==> src/rtl/fifo_sync_flags_if.sv <==
// Producer/consumer-facing signal bundle for fifo_sync_flags.
// The master side drives requests and write data; the slave (the FIFO) drives data and status.
interface fifo_sync_flags_if #(
    parameter int WIDTH = 8,
    parameter int DEPTH = 16
);
    localparam int CW = $clog2(DEPTH + 1);

    logic [WIDTH-1:0] data_in;
    logic             push;
    logic             pop;
    logic             err_clr;
    logic [WIDTH-1:0] data_out;
    logic             data_vld;
    logic             full;
    logic             empty;
    logic             almost_full;
    logic             almost_empty;
    logic [CW-1:0]    count;
    logic             ovf;
    logic             udf;

    modport master (
        output data_in, push, pop, err_clr,
        input  data_out, data_vld, full, empty, almost_full, almost_empty, count, ovf, udf
    );

    modport slave (
        input  data_in, push, pop, err_clr,
        output data_out, data_vld, full, empty, almost_full, almost_empty, count, ovf, udf
    );
endinterface

==> src/rtl/fifo_sync_flags.sv <==
// Single-clock FIFO with full/empty/almost flags, live fill count, sticky overflow/underflow
// and a choice of show-ahead or registered read data.
module fifo_sync_flags #(
    parameter int WIDTH     = 8,
    parameter int DEPTH     = 16,
    parameter int AF_THRESH = 14,
    parameter int AE_THRESH = 2,
    parameter int OUT_REG   = 0
) (
    input logic              clk,
    input logic              FIFO_reset,
    fifo_sync_flags_if.slave bus
);
    localparam int PW = $clog2(DEPTH);
    localparam int CW = $clog2(DEPTH + 1);

    logic [WIDTH-1:0] mem [DEPTH];
    logic [PW-1:0]    wr_ptr;
    logic [PW-1:0]    rd_ptr;
    logic [CW-1:0]    count_q;
    logic             ovf_q;
    logic             udf_q;
    logic             full;
    logic             empty;
    logic             wpush;
    logic             wpop;

    assign full  = (count_q == CW'(DEPTH));
    assign empty = (count_q == '0);

    // A push into a full FIFO is still accepted when a pop frees the head slot in the same cycle.
    assign wpush = bus.push & (~full | bus.pop);
    assign wpop  = bus.pop & ~empty;

    // Explicit wrap so that non-power-of-2 depths cycle through exactly DEPTH slots.
    function automatic logic [PW-1:0] next_ptr(input logic [PW-1:0] p);
        return (p == PW'(DEPTH - 1)) ? '0 : p + PW'(1);
    endfunction

    // NOTE: storage carries no reset; contents are meaningless until written, and a resettable array costs a mux per bit.
    always_ff @(posedge clk) begin
        if (!FIFO_reset && wpush)
            mem[wr_ptr] <= bus.data_in;
    end

    // NOTE: non-blocking assignments keep every register reading pre-edge values, so block order cannot change behaviour.
    always_ff @(posedge clk) begin
        if (FIFO_reset) begin
            wr_ptr  <= '0;
            rd_ptr  <= '0;
            count_q <= '0;
        end else begin
            if (wpush) wr_ptr <= next_ptr(wr_ptr);
            if (wpop)  rd_ptr <= next_ptr(rd_ptr);
            case ({wpush, wpop})
                2'b10:   count_q <= count_q + CW'(1);
                2'b01:   count_q <= count_q - CW'(1);
                default: count_q <= count_q;
            endcase
        end
    end

    // A fresh error outranks err_clr so a same-cycle event is never lost.
    always_ff @(posedge clk) begin
        if (FIFO_reset) begin
            ovf_q <= 1'b0;
            udf_q <= 1'b0;
        end else begin
            if (bus.push && full && !bus.pop) ovf_q <= 1'b1;
            else if (bus.err_clr)             ovf_q <= 1'b0;
            if (bus.pop && empty)             udf_q <= 1'b1;
            else if (bus.err_clr)             udf_q <= 1'b0;
        end
    end

    assign bus.full         = full;
    assign bus.empty        = empty;
    assign bus.almost_full  = (count_q >= CW'(AF_THRESH));
    assign bus.almost_empty = (count_q <= CW'(AE_THRESH));
    assign bus.count        = count_q;
    assign bus.ovf          = ovf_q;
    assign bus.udf          = udf_q;

    generate
        if (OUT_REG == 0) begin : g_show_ahead
            // NOTE: assigning a default first in always_comb guarantees no path leaves the output unassigned, so no latch.
            always_comb begin
                bus.data_out = '0;
                if (!empty)
                    bus.data_out = mem[rd_ptr];
            end
            assign bus.data_vld = ~empty;
        end else begin : g_registered
            logic [WIDTH-1:0] dout_q;
            logic             vld_q;

            always_ff @(posedge clk) begin
                if (FIFO_reset) begin
                    dout_q <= '0;
                    vld_q  <= 1'b0;
                end else begin
                    vld_q <= wpop;
                    if (wpop)
                        dout_q <= mem[rd_ptr];
                end
            end

            assign bus.data_out = dout_q;
            assign bus.data_vld = vld_q;
        end
    endgenerate
endmodule
==> src/flat_wrapper.sv <==
// flat-port wrapper written by rule: the top's interface ports become plain ports
module fifo_sync_flags_flat 
#(
    parameter int WIDTH     = 8,
    parameter int DEPTH     = 16,
    parameter int AF_THRESH = 14,
    parameter int AE_THRESH = 2,
    parameter int OUT_REG   = 0
)
  (clk, FIFO_reset, bus_data_in, bus_push, bus_pop, bus_err_clr, bus_data_out, bus_data_vld, bus_full, bus_empty, bus_almost_full, bus_almost_empty, bus_count, bus_ovf, bus_udf);
  fifo_sync_flags_if #(.WIDTH(WIDTH), .DEPTH(DEPTH)) bus_i ();
  input logic clk;
  input logic FIFO_reset;
  input wire logic [$bits(bus_i.data_in)-1:0] bus_data_in;
  input wire logic [$bits(bus_i.push)-1:0] bus_push;
  input wire logic [$bits(bus_i.pop)-1:0] bus_pop;
  input wire logic [$bits(bus_i.err_clr)-1:0] bus_err_clr;
  output wire logic [$bits(bus_i.data_out)-1:0] bus_data_out;
  output wire logic [$bits(bus_i.data_vld)-1:0] bus_data_vld;
  output wire logic [$bits(bus_i.full)-1:0] bus_full;
  output wire logic [$bits(bus_i.empty)-1:0] bus_empty;
  output wire logic [$bits(bus_i.almost_full)-1:0] bus_almost_full;
  output wire logic [$bits(bus_i.almost_empty)-1:0] bus_almost_empty;
  output wire logic [$bits(bus_i.count)-1:0] bus_count;
  output wire logic [$bits(bus_i.ovf)-1:0] bus_ovf;
  output wire logic [$bits(bus_i.udf)-1:0] bus_udf;
  assign bus_i.data_in = bus_data_in;
  assign bus_i.push = bus_push;
  assign bus_i.pop = bus_pop;
  assign bus_i.err_clr = bus_err_clr;
  assign bus_data_out = bus_i.data_out;
  assign bus_data_vld = bus_i.data_vld;
  assign bus_full = bus_i.full;
  assign bus_empty = bus_i.empty;
  assign bus_almost_full = bus_i.almost_full;
  assign bus_almost_empty = bus_i.almost_empty;
  assign bus_count = bus_i.count;
  assign bus_ovf = bus_i.ovf;
  assign bus_udf = bus_i.udf;
  fifo_sync_flags #(.WIDTH(WIDTH), .DEPTH(DEPTH), .AF_THRESH(AF_THRESH), .AE_THRESH(AE_THRESH), .OUT_REG(OUT_REG)) u_core (.clk(clk), .FIFO_reset(FIFO_reset), .bus(bus_i));
endmodule
==> config.mk <==
export PLATFORM = sky130hd
export DESIGN_NAME = fifo_sync_flags_flat
export DESIGN_NICKNAME = d
export VERILOG_FILES = /design/src/rtl/fifo_sync_flags_if.sv /design/src/rtl/fifo_sync_flags.sv /design/src/flat_wrapper.sv
export SDC_FILE = /design/constraint.sdc
export NUM_CORES = 1
export LEC_CHECK = 0
export BUFFER_PORTS_ARGS = -buffer_cell sky130_fd_sc_hd__buf_2
export CORE_MARGIN = 1
export CORE_UTILIZATION = 45
export CTS_CLUSTER_SIZE = 16
export DETAILED_ROUTE_END_ITERATION = 7
export PLACE_DENSITY = 0.6
export SYNTH_ARGS = -nofsm -noshare
export SYNTH_HDL_FRONTEND = slang
export SYNTH_SLANG_ARGS = --single-unit
==> constraint.sdc <==
create_clock -name clk -period 3.9 [get_ports clk]
set_clock_uncertainty 0.15 [all_clocks]
set_input_delay 0.585 -clock clk [delete_from_list [all_inputs] [get_ports clk]]
set_output_delay 0.585 -clock clk [all_outputs]
set_load 0.01 [all_outputs]
==> reports/qor.yml <==
synth_area_sq_um: 6040
clkTransAtPathRegs_ns: 0.06
grt.total_usage_pct: 18.1
startpoint_type: "flip-flop"
postCtsSetupBuffers: 0
worst_slew_pin_slew_ns: 0.815
diodes: 0
ctsResizeCount: 0
synthMuxAreaShare_pct: 13.9
max-slew-margin-rel_pct: 45.7
grt_overflow: 0
initial_core_util_pct: 46.9
synthSimpleGateAreaFrac_pct: 6.21
drt-initial-drc-count: 255
path_cells: "buf_4 -> mux4_2 -> a211oi_1 -> a211oi_1 -> buf_2"
numPortBuffers: 32
setup_tns_ns: 0
crit_family: "flip-flops"
synth_compound_area_share_pct: 5.51
synth_top_family_by_area: "multiplexers"
ys_seq_area_share_pct: 69.9
synth-edff-count: 128
cpMaxStageDelayCell: "dfxtp_2"
drive_gt1_share_pct: 29.8
hold_path_class: "flip-flop to flip-flop"
power_switching_uw: 1170
period_needed_ns: 3.32
grt_pass1_wl_um: 18300
insertion_delay_ns: 0.42
antenna_found_initial: 0
worstPathBufferInverterCount: 2
cts_tree: "built"
drt-wirelength-per-cell_um: 20.1
cp-end-kind: "output pin"
ys.flop_type: "edfxtp_1"
cp_max_fo: 14
rsz0062_at_grt: "false"
synth_area_leader_cell: "edfxtp_1"
power_density_nw_per_um2: 628
numCtsBuffers: 17
status: "completed"
reg2reg_setup_slack_ns: 0.61
io_pins: 33
async_reset_ff_share_pct: 0
period_share_pct: 85.1
core_sq_um: 12900
fmaxAchievable_ghz: 0.301
drt_wl_total_um: 11600
p_seq_share_pct: 42.9
avgSynthCellArea_sq_um: 17.5
die_x_um: 118
grt_pass1_vias: 3268
ir_drop_v: 0.000375
dp_hpwl_um: 7450
dieArea_sq_um: 13900
slew_viol_final: 0
worstSetupPathType: "flip-flop to output pin"
rows: 41
maxCapViolCount: 0
power.leakage_uw: 0.00235
intPower_uw: 3260
routed-via-count: 3191
p_comb_share_pct: 19.0
nNetsFinal: 411
synth_nets: 366
drc_errors: 0
swShare_pct: 26.3
yosys.area.top_type_share_pct: 63.6
worst_ep_arrival_time_ns: 2.58
cts_max_level: 4
setup_viol: 0
finalWorstSetupSlack_ns: 0.583
cts_buffer_depth: 2
hold_buffers: 0
clkPwrFrac_pct: 38.2
crit_path_frequent_cell: "a211oi_1"
place_ws_ns: 0.606
synth_area_leaders: "edfxtp_1 64%, mux4_2 12%, dfxtp_1 6.3%, a211oi_1 2.0%, mux2i_1 1.8%"
finalWeightedCongestion: 0.769
routed_via_density: 5.55
grt_max_degree: 23
crit_required_ns: 3.16
cts_sinks: 147
synth_warnings: 0
synthAdderAreaFrac_pct: 1.66
syn2layout_area_growth_pct: 16.7
clock-root-buffer: "clkbuf_16"
hold_violations: 0
die_h_um: 118
drtPass1Iterations: 4
ys_ff_latch: 147
synth_xor_area_share_pct: 0.580
ant_nets: 0
slowest_delay_ns: 0.66
synth_cell_types: 49
fill_cells: 1038
syn-instance-count: 345
[sequential cells by signal (all words and copies together), names as in the netlist, named ones only]
signal            count
u_core.mem          128
u_core.wr_ptr         4
u_core.bus.count      5
u_core.bus.udf        1
u_core.rd_ptr         4
u_core.bus.ovf        1
[routing by layer]
layer  share of wire [%]  wire length, um  GRT usage [%]
met1                  44             5120           23.4
met2                  50             5830           29.4
met3                 4.6              534           5.43
met4                0.67               78           5.53
met5                   0                0              0
[synth_stat cells, types with 4 or more instances]
cell      number
dfxtp_1       19
ha_1           8
mux2i_1       11
a21oi_1        9
a211oi_1      16
o21ai_0        5
buf_2          9
nor2b_1        8
inv_1          7
nand2_1       10
nor2_1        24
clkbuf_1       9
xor2_1         4
nor3_1         5
edfxtp_1     128
mux4_2        32
[kinds of logic (layout without fill, tap and decap cells)]
kind of cell / Yosys count / count (layout)
xor gates and xnor gates: 4 / 4
and+or+nand+nor: 68 / 68
DFF: 147 / 147
AOI/OAI and AO/OA: 45 / 45
muxes: 44 / 44
adders and majority gates: 8 / 8
buffers and inverters: 29 / 87
[through the flow]
step	power (uW)	instance area (sq um)	std cells	utilization, %	hold slack (ns)
after floorplan	2490	6040	345	-	0.322
after global placement	2760	6430	543	49.9	0.317
after detailed placement	2780	6430	543	49.9	0.350
after CTS	4460	7050	575	54.7	0.349
after global routing	4620	7050	575	54.7	0.385
final	4430	7050	575	54.7	0.353
[cell usage in the layout, fill, tap and decap left out, types with 2 or more instances in the layout]
cell,netlist,final
a2111oi_0,2,2
a211oi_1,16,16
a21oi_1,9,9
a311o_1,2,2
and3_1,2,2
and4b_1,2,2
buf_2,9,32
buf_4,1,15
bufinv_16,0,4
clkbuf_1,9,3
clkbuf_16,0,17
clkbuf_8,0,2
clkinv_2,0,4
clkinvlp_4,0,2
dfxtp_1,19,17
dfxtp_2,0,2
edfxtp_1,128,128
ha_1,8,8
inv_1,7,7
mux2i_1,11,11
mux4_2,32,32
nand2_1,10,10
nand2b_1,3,3
nor2_1,24,24
nor2b_1,8,8
nor3_1,5,5
o21ai_0,5,5
or3b_2,3,3
xor2_1,4,4
[worst min-delay path: stages, from the launching register on]
cell     delay, ns
dfxtp_1       0.33
a32oi_1       0.05
nor2_1        0.09
[worst paths after layout]
kind / from / cells past startpoint / endpoint
setup / recovery: flip-flop / 5 / bus_data_out[1]
hold / removal: u_core.bus.ovf$_SDFFE_PP0P_ / 2 / u_core.bus.ovf$_SDFFE_PP0P_
setup reg to reg: u_core.bus.count[1]$_SDFFE_PP0P_ / 9 / u_core.bus.count[4]$_SDFFE_PP0P_
hold reg to reg: u_core.bus.ovf$_SDFFE_PP0P_ / 2 / u_core.bus.ovf$_SDFFE_PP0P_
[power groups by stage]
| stage | registers, uW | logic (uW) | clock network [uW] |
|---|---|---|---|
| after floorplan | 1840 | 650 | 0 |
| after global placement | 1930 | 836 | 0 |
| after detailed placement | 1930 | 846 | 0 |
| after CTS | 1900 | 849 | 1710 |
| after global routing | 1920 | 917 | 1780 |
| final | 1900 | 839 | 1690 |
[final cells by class]
cell class | instances | area, sq um | area share (%)
Multi-Input combinational cell | 169 | 1690 | 23.9
Tap cell | 172 | 215 | 3.05
Inverter | 8 | 30.0 | 0.426
Timing Repair Buffer | 47 | 273 | 3.87
Clock buffer | 22 | 464 | 6.59
Clock inverter | 10 | 155 | 2.20
Sequential cell | 147 | 4230 | 60.0
Power figures use the tool's default switching activity.
